**src/rtl/commit_trace_buffer_if.sv**
```systemverilog
// Commit/pop bus for the commit trace buffer.
// The core side is the master: it drives commits and pop requests.
interface commit_trace_buffer_if #(
  parameter int PC_W   = 32,
  parameter int INST_W = 32,
  parameter int DATA_W = 32,
  parameter int REG_AW = 5,
  parameter int SEQ_W  = 16
);
  logic              commit_valid;
  logic [PC_W-1:0]   commit_pc;
  logic [INST_W-1:0] commit_inst;
  logic              commit_rf_we;
  logic [REG_AW-1:0] commit_rf_addr;
  logic [DATA_W-1:0] commit_rf_wdata;
  logic              rd_en;
  logic              rd_valid;
  logic [PC_W-1:0]   rd_pc;
  logic [INST_W-1:0] rd_inst;
  logic              rd_rf_we;
  logic [REG_AW-1:0] rd_rf_addr;
  logic [DATA_W-1:0] rd_rf_wdata;
  logic [SEQ_W-1:0]  rd_seq;

  modport master (
    output commit_valid, commit_pc, commit_inst,
    output commit_rf_we, commit_rf_addr, commit_rf_wdata,
    output rd_en,
    input  rd_valid, rd_pc, rd_inst,
    input  rd_rf_we, rd_rf_addr, rd_rf_wdata, rd_seq
  );

  modport slave (
    input  commit_valid, commit_pc, commit_inst,
    input  commit_rf_we, commit_rf_addr, commit_rf_wdata,
    input  rd_en,
    output rd_valid, rd_pc, rd_inst,
    output rd_rf_we, rd_rf_addr, rd_rf_wdata, rd_seq
  );
endinterface

```
**src/rtl/commit_trace_buffer.sv**
```systemverilog
// Commit trace capture: circular buffer of committed instructions.
// Optional TRACE_RFONLY_FILTER_EN keeps only commits writing a nonzero reg.
module commit_trace_buffer #(
  parameter int PC_W   = 32,
  parameter int INST_W = 32,
  parameter int DATA_W = 32,
  parameter int REG_AW = 5,
  parameter int DEPTH  = 16,
  parameter int SEQ_W  = 16
) (
  input  logic                   clk_in,
  input  logic                   reset,
  input  logic                   arm,
  input  logic                   stop,
  input  logic                   trig_en,
  input  logic [PC_W-1:0]        trig_pc,
  input  logic                   wrap_mode,
`ifdef TRACE_RFONLY_FILTER_EN
  input  logic                   filt_rf_only,
`endif
  commit_trace_buffer_if.slave   bus,
  output logic [$clog2(DEPTH):0] count,
  output logic                   empty,
  output logic                   full,
  output logic                   overflow,
  output logic [1:0]             state
);
  localparam int AW = $clog2(DEPTH);
  localparam int CW = AW + 1;

  typedef enum logic [1:0] {
    S_IDLE  = 2'd0,
    S_ARMED = 2'd1,
    S_CAPT  = 2'd2,
    S_DONE  = 2'd3
  } state_t;

  typedef struct packed {
    logic [PC_W-1:0]   pc;
    logic [INST_W-1:0] inst;
    logic              we;
    logic [REG_AW-1:0] addr;
    logic [DATA_W-1:0] wdata;
    logic [SEQ_W-1:0]  seq;
  } ent_t;

  ent_t            r_mem [DEPTH];
  ent_t            r_rd;
  logic            r_rd_valid;
  state_t          r_state;
  state_t          w_state_nxt;
  logic [AW-1:0]   r_wptr;
  logic [AW-1:0]   r_rptr;
  logic [CW-1:0]   r_count;
  logic [CW-1:0]   w_cnt_nxt;
  logic            r_empty;
  logic            r_full;
  logic            r_ovf;
  logic [SEQ_W-1:0] r_seq;

  logic w_hit;
  logic w_accept;
  logic w_filt_ok;
  logic w_store;
  logic w_pop;
  logic w_push;
  logic w_drop;
  logic w_fill;

  always_ff @(posedge clk_in or negedge reset) begin
    if (!reset) r_state <= S_IDLE;
    else        r_state <= w_state_nxt;
  end

  always_comb begin
    w_state_nxt = r_state;
    if (arm) begin
      w_state_nxt = S_ARMED;
    end else begin
      unique case (r_state)
        S_ARMED: if (!trig_en || w_hit) w_state_nxt = S_CAPT;
        S_CAPT:  if (stop || (!wrap_mode && w_fill)) w_state_nxt = S_DONE;
        default: w_state_nxt = r_state;
      endcase
    end
  end

  // The trigger commit itself is accepted while still in ARMED.
  always_comb begin
    w_hit    = bus.commit_valid && (bus.commit_pc == trig_pc);
    w_accept = !arm && bus.commit_valid &&
               ((r_state == S_CAPT) ||
                ((r_state == S_ARMED) && trig_en && w_hit));
`ifdef TRACE_RFONLY_FILTER_EN
    w_filt_ok = !filt_rf_only ||
                (bus.commit_rf_we && (bus.commit_rf_addr != '0));
`else
    w_filt_ok = 1'b1;
`endif
    w_store = w_accept && w_filt_ok;
    w_pop   = bus.rd_en && !r_empty;
    w_push  = w_store && (!r_full || wrap_mode || w_pop);
    w_drop  = w_push && r_full && !w_pop;
    w_fill  = w_push && !w_pop && (r_count == CW'(DEPTH - 1));
    unique case ({w_push && !w_drop, w_pop})
      2'b10:   w_cnt_nxt = r_count + 1'b1;
      2'b01:   w_cnt_nxt = r_count - 1'b1;
      default: w_cnt_nxt = r_count;
    endcase
  end

  always_ff @(posedge clk_in) begin
    if (w_push) begin
      r_mem[r_wptr] <= '{
        pc:    bus.commit_pc,
        inst:  bus.commit_inst,
        we:    bus.commit_rf_we,
        addr:  bus.commit_rf_addr,
        wdata: bus.commit_rf_wdata,
        seq:   r_seq
      };
    end
  end

  always_ff @(posedge clk_in or negedge reset) begin
    if (!reset) begin
      r_rd       <= '0;
      r_rd_valid <= 1'b0;
    end else begin
      r_rd_valid <= w_pop;
      if (w_pop) r_rd <= r_mem[r_rptr];
    end
  end

  always_ff @(posedge clk_in or negedge reset) begin
    if (!reset) begin
      r_wptr  <= '0;
      r_rptr  <= '0;
      r_count <= '0;
      r_empty <= 1'b1;
      r_full  <= 1'b0;
      r_ovf   <= 1'b0;
      r_seq   <= '0;
    end else if (arm) begin
      r_wptr  <= '0;
      r_rptr  <= '0;
      r_count <= '0;
      r_empty <= 1'b1;
      r_full  <= 1'b0;
      r_ovf   <= 1'b0;
      r_seq   <= '0;
    end else begin
      if (w_push)          r_wptr <= r_wptr + 1'b1;
      if (w_pop || w_drop) r_rptr <= r_rptr + 1'b1;
      if (w_accept)        r_seq  <= r_seq + 1'b1;
      if (w_drop)          r_ovf  <= 1'b1;
      r_count <= w_cnt_nxt;
      r_empty <= (w_cnt_nxt == '0);
      r_full  <= (w_cnt_nxt == CW'(DEPTH));
    end
  end

  assign bus.rd_valid    = r_rd_valid;
  assign bus.rd_pc       = r_rd.pc;
  assign bus.rd_inst     = r_rd.inst;
  assign bus.rd_rf_we    = r_rd.we;
  assign bus.rd_rf_addr  = r_rd.addr;
  assign bus.rd_rf_wdata = r_rd.wdata;
  assign bus.rd_seq      = r_rd.seq;
  assign count           = r_count;
  assign empty           = r_empty;
  assign full            = r_full;
  assign overflow        = r_ovf;
  assign state           = r_state;
endmodule
```
**src/flat_wrapper.sv**
```systemverilog
// flat-port wrapper written by rule: the top's interface ports become plain ports
module commit_trace_buffer_flat 
#(
  parameter int PC_W   = 32,
  parameter int INST_W = 32,
  parameter int DATA_W = 32,
  parameter int REG_AW = 5,
  parameter int DEPTH  = 16,
  parameter int SEQ_W  = 16
)
  (clk_in, reset, arm, stop, trig_en, trig_pc, wrap_mode, count, empty, full, overflow, state, bus_commit_valid, bus_commit_pc, bus_commit_inst, bus_commit_rf_we, bus_commit_rf_addr, bus_commit_rf_wdata, bus_rd_en, bus_rd_valid, bus_rd_pc, bus_rd_inst, bus_rd_rf_we, bus_rd_rf_addr, bus_rd_rf_wdata, bus_rd_seq);
  commit_trace_buffer_if #(.PC_W(PC_W), .INST_W(INST_W), .DATA_W(DATA_W), .REG_AW(REG_AW), .SEQ_W(SEQ_W)) bus_i ();
  input  logic clk_in;
  input  logic reset;
  input  logic arm;
  input  logic stop;
  input  logic trig_en;
  input  logic [PC_W-1:0] trig_pc;
  input  logic wrap_mode;
  output logic [$clog2(DEPTH):0] count;
  output logic empty;
  output logic full;
  output logic overflow;
  output logic [1:0] state;
  input wire logic [$bits(bus_i.commit_valid)-1:0] bus_commit_valid;
  input wire logic [$bits(bus_i.commit_pc)-1:0] bus_commit_pc;
  input wire logic [$bits(bus_i.commit_inst)-1:0] bus_commit_inst;
  input wire logic [$bits(bus_i.commit_rf_we)-1:0] bus_commit_rf_we;
  input wire logic [$bits(bus_i.commit_rf_addr)-1:0] bus_commit_rf_addr;
  input wire logic [$bits(bus_i.commit_rf_wdata)-1:0] bus_commit_rf_wdata;
  input wire logic [$bits(bus_i.rd_en)-1:0] bus_rd_en;
  output wire logic [$bits(bus_i.rd_valid)-1:0] bus_rd_valid;
  output wire logic [$bits(bus_i.rd_pc)-1:0] bus_rd_pc;
  output wire logic [$bits(bus_i.rd_inst)-1:0] bus_rd_inst;
  output wire logic [$bits(bus_i.rd_rf_we)-1:0] bus_rd_rf_we;
  output wire logic [$bits(bus_i.rd_rf_addr)-1:0] bus_rd_rf_addr;
  output wire logic [$bits(bus_i.rd_rf_wdata)-1:0] bus_rd_rf_wdata;
  output wire logic [$bits(bus_i.rd_seq)-1:0] bus_rd_seq;
  assign bus_i.commit_valid = bus_commit_valid;
  assign bus_i.commit_pc = bus_commit_pc;
  assign bus_i.commit_inst = bus_commit_inst;
  assign bus_i.commit_rf_we = bus_commit_rf_we;
  assign bus_i.commit_rf_addr = bus_commit_rf_addr;
  assign bus_i.commit_rf_wdata = bus_commit_rf_wdata;
  assign bus_i.rd_en = bus_rd_en;
  assign bus_rd_valid = bus_i.rd_valid;
  assign bus_rd_pc = bus_i.rd_pc;
  assign bus_rd_inst = bus_i.rd_inst;
  assign bus_rd_rf_we = bus_i.rd_rf_we;
  assign bus_rd_rf_addr = bus_i.rd_rf_addr;
  assign bus_rd_rf_wdata = bus_i.rd_rf_wdata;
  assign bus_rd_seq = bus_i.rd_seq;
  commit_trace_buffer #(.PC_W(PC_W), .INST_W(INST_W), .DATA_W(DATA_W), .REG_AW(REG_AW), .DEPTH(DEPTH), .SEQ_W(SEQ_W)) u_core (.clk_in(clk_in), .reset(reset), .arm(arm), .stop(stop), .trig_en(trig_en), .trig_pc(trig_pc), .wrap_mode(wrap_mode), .bus(bus_i), .count(count), .empty(empty), .full(full), .overflow(overflow), .state(state));
endmodule
```
**config.mk**
```make
export PLATFORM = sky130hd
export DESIGN_NAME = commit_trace_buffer_flat
export DESIGN_NICKNAME = d
export VERILOG_FILES = /design/src/rtl/commit_trace_buffer_if.sv /design/src/rtl/commit_trace_buffer.sv /design/src/flat_wrapper.sv
export SDC_FILE = /design/constraint.sdc
export NUM_CORES = 2
export LEC_CHECK = 0
export BUFFER_PORTS_ARGS = -buffer_cell sky130_fd_sc_hd__buf_4
export CORE_UTILIZATION = 40
export CTS_CLUSTER_DIAMETER = 80
export DETAILED_ROUTE_END_ITERATION = 12
export PLACE_DENSITY_LB_ADDON = 0.3
export RECOVER_POWER = 25
export SLEW_MARGIN = 25
export SYNTH_ARGS = -nofsm -noshare
export SYNTH_HDL_FRONTEND = slang
export SYNTH_SLANG_ARGS = --single-unit
```
**constraint.sdc**
```tcl
create_clock -name clk_in -period 16.98 [get_ports clk_in]
set_input_delay 4.245 -clock clk_in [delete_from_list [all_inputs] [get_ports clk_in]]
set_output_delay 4.245 -clock clk_in [all_outputs]
set_load 0.01 [all_outputs]
```
==> metrics.md <==
| Metric | Value |
|---|---|
| Status | finished with violations |
| Failing checks | capacitance limit, slew limit |
| Top cell type's share of synthesized area | approximately 72% |
| Final Hold Viols | 0 |
| Crit-path max cell delay | slightly below 0.9 ns |
| Area of the mapped netlist | 78,200 sq um |
| Crit path required time | roughly 17 ns |
| Total design power | between 10 and 15 mW |
| IO Port Bufs | 270 |
| Syn_area_per_cell | approximately 19 sq um |
| Area taken by multi-input logic gates | between 15,000 and 20,000 sq um |
| Post-synth EDFFs | around 1.9k |
| H-tree depth | 4 |
| P&R area growth vs syn | 14.9% |
| Max-slew violations | 58 |
| Overall global routing resource usage | roughly 20% |
| Critical path class | input pin to flop |
| Tcrit/Tclk final | approximately 57% |
| # clock sinks | 2,041 |
| Number of top-level pins | approximately 270 |
| DR WL/cell | 27.1 um |
| Crit-path cells | clkbuf_1, xor2_1, nor4_1, nand4_1, or4b_4, a211oi_4, o21ai_2, buf_4, nor3_1, and2_4, buf_4, buf_12 |
| Fill count | around 16k |
| Die area | 197,000 sq um |
| Register area share after synthesis | between 70% and 80% |
| Share of layout cells above drive strength 1 | between 20% and 30% |
| Async SR Flop Fraction | 7.50% |
| DRC violations left | 0 |
| Setup TNS | 0 ns |
| Tightest Hold Check Type | flop to flop |
| DRT Pass-1 Iters | 5 |
| Final setup fails | 0 |
| Routed via count | between 30k and 40k |
| TritonCTS buffer count | between 200 and 250 |
| Final Skew | between 0.03 and 0.04 ns |
| Antenna Nets Post-Route | 0 |
| Pin count of the biggest net entering global routing | 120 |
| Netlist cell types | between 40 and 50 |
| Number of antenna violations at the first check in global routing | 25 |
| Syn Inst Count | 4,142 |
| Initial Utilization | about two fifths |
| Drt first-iter violations | about 3.7k |
| Least-Margin Pin Slew | 3.97 ns |
| Total Nets Final | ~4.6k |
| Yosys Warn Count | 0 |
| WP data arrival | between 10 and 15 ns |
| CP endpoint kind | flop |
| CTS tree | done |
| Rows | 161 |
| PwrDens | 127 nW/um^2 |
| Routed vias/inst | about 5.6 |
| Worst-path clk slew | ~0.060 ns |
| Clock buffer depth | 3 |
| Most common cell after layout, fill and taps aside | edfxtp_1 |
| Main synth FF type | edfxtp_1 |
| Die Height | roughly 440 um |
| Max IR drop VDD | about 0.086 mV |
| Reg area | a little over 60,000 sq um |
| Leakage | 28.1 nW |
| Cell taking the most area after synthesis | edfxtp_1 |
| Post-cts resize count | 0 |
| Die Wd | between 400 and 500 um |
| Highest clock rate | 0.103 GHz |
| Number of global-route vias before repair | 40.5k |
| Area contributors post-synth | edfxtp_1 (72%), mux4_2 (6.8%), dfrtp_1 (4.9%) |
| Type of origin of the critical path | input pin |
| Total Routed Length | slightly below 200,000 um |
| Crit Path Max Fanout | 31 |
| Clk_lat worst skew | ~0.84 ns |
| Worst slew margin relative to its limit | -164% |
| CTS Root Cell | clkbuf_16 |
| Core Area | 193,000 sq um |
| Most Frequent Cell on Critical Path | buf_4 |
| CTS Hold Bufs | 0 |
| Critical-path top delay cell | nor4_1 |
| Syn nets | approximately 4.3k |
| Max_cap viols | 1 |
| DP Wirelength | between 100,000 and 150,000 um |
| Synthesized flop and latch total | 2,041 |
| GPL Wtd Cong | 0.758 |
| First-pass GRT wire length | 283,000 um |
| Number of setup buffers added after CTS | 0 |
| Unrepaired setup endpoints after global routing | false |
| Fin crit period | 9.72 ns |
| Most frequent cells in the layout | edfxtp_1 (1,888), nand2_1 (371), mux2i_1 (362) |
| Gr ovfl total | 0 |
[cell type report]
class	count	share of cell area, %
Sequential cell	2041	67.4
Clock buffer	268	6.19
Tap cell	2526	3.52
Antenna cell	8	0.0223
Timing Repair Buffer	350	2.86
Inverter	7	0.0292
Multi-Input combinational cell	1865	18.9
Clock inverter	113	1.18
[stage by stage]
stage	setup slack, ns	hold slack (ns)	cell area [sq um]	instances	utilization, %
6_report	7.26	0.478	89900	7178	46.5
2_1_floorplan	1.97	0.516	78200	4142	-
5_1_grt	7.24	0.502	89900	7173	46.5
4_1_cts	7.84	0.486	90000	7166	46.5
3_3_place_gp	6.79	0.467	83300	6783	43.1
3_5_place_dp	6.95	0.473	83400	6785	43.1
[critical path: cells and delay by family]
kind | cells | cell delay (ns)
xor gates and xnor gates | 1 | 0.39
buffers and inverters | 4 | 1.78
AOI/OAI and AO/OA | 2 | 0.74
and+or+nand+nor | 5 | 2.91
[final timing paths]
path                       slack, ns                       end                      from  depth (start not counted)
max in group asynchronous       9.70          u_core.r_rptr[0]                     reset                          2
setup reg to reg               11.20      u_core.bus.rd_seq[0]          u_core.r_rptr[1]                          7
hold reg to reg                 0.48  u_core.bus.rd_rf_addr[4]  u_core.bus.rd_rf_addr[4]                          2
setup / recovery                7.26       u_core.r_mem[0][13]         bus_commit_pc[10]                         12
hold / removal                  0.48  u_core.bus.rd_rf_addr[4]  u_core.bus.rd_rf_addr[4]                          2
min in group asynchronous       4.77      u_core.bus.rd_seq[2]                     reset                          1
[synthesized netlist by cell type, types with 5 or more instances]
cell and number:
dfrtp_1 152, buf_1 58, xor2_1 36, o221ai_1 236, edfxtp_1 1888, xnor2_1 16, o21ai_0 240, nor4_1 7
nand3_1 13, mux2i_1 362, mux4_2 236, mux2_2 119, nor3_1 7, ha_1 9, clkbuf_1 169, and2_1 7
nand2_1 372, a21oi_1 126, and3_1 5, nor2_1 39, nand4_1 10, inv_1 7
[report_power, final]
group          switching, mW  internal [mW]  leakage (nW)  total, mW
combinational          0.657          0.580          5.60       1.24
sequential             0.105           5.63          19.2       5.73
clock                   1.90           2.54          3.23       4.45
total                   2.67           8.75          28.1       11.4
[cells by family (layout without fill, tap and decap cells)]
group,Yosys count,in the layout,synth area share (%)
buf+inv,236,738,1.14
compound gates,612,612,5.12
mux,718,718,13.2
xor+xnor,52,52,0.582
flops,2041,2041,77.4
simple gates,473,473,2.46
other cells,0,8,0
fa+ha+maj,10,10,0.170
[flip-flops by register name, summed over array words and instances (netlist names), 2 cells and up]
register,flops
u_core.r_mem,1888
u_core.bus.rd_inst,32
u_core.bus.rd_pc,32
u_core.bus.rd_rf_wdata,32
u_core.bus.rd_seq,16
u_core.r_seq,16
u_core.bus.rd_rf_addr,5
u_core.count,5
u_core.r_rptr,4
u_core.r_wptr,4
u_core.state,2
[metal layers]
metal | track usage (%) | part of all wire, % | routed length (um) | vias to the layer above
met5 | 0 | 0.029 | 56 | -
met4 | 5.20 | 2.5 | 4770 | 8
met3 | 2.97 | 5.2 | 10100 | 292
met2 | 33.5 | 51 | 98500 | 1200
met1 | 26.0 | 42 | 81100 | 21000
li1 | - | - | - | 17400
Note: power is estimated with default switching activity, not from simulation.
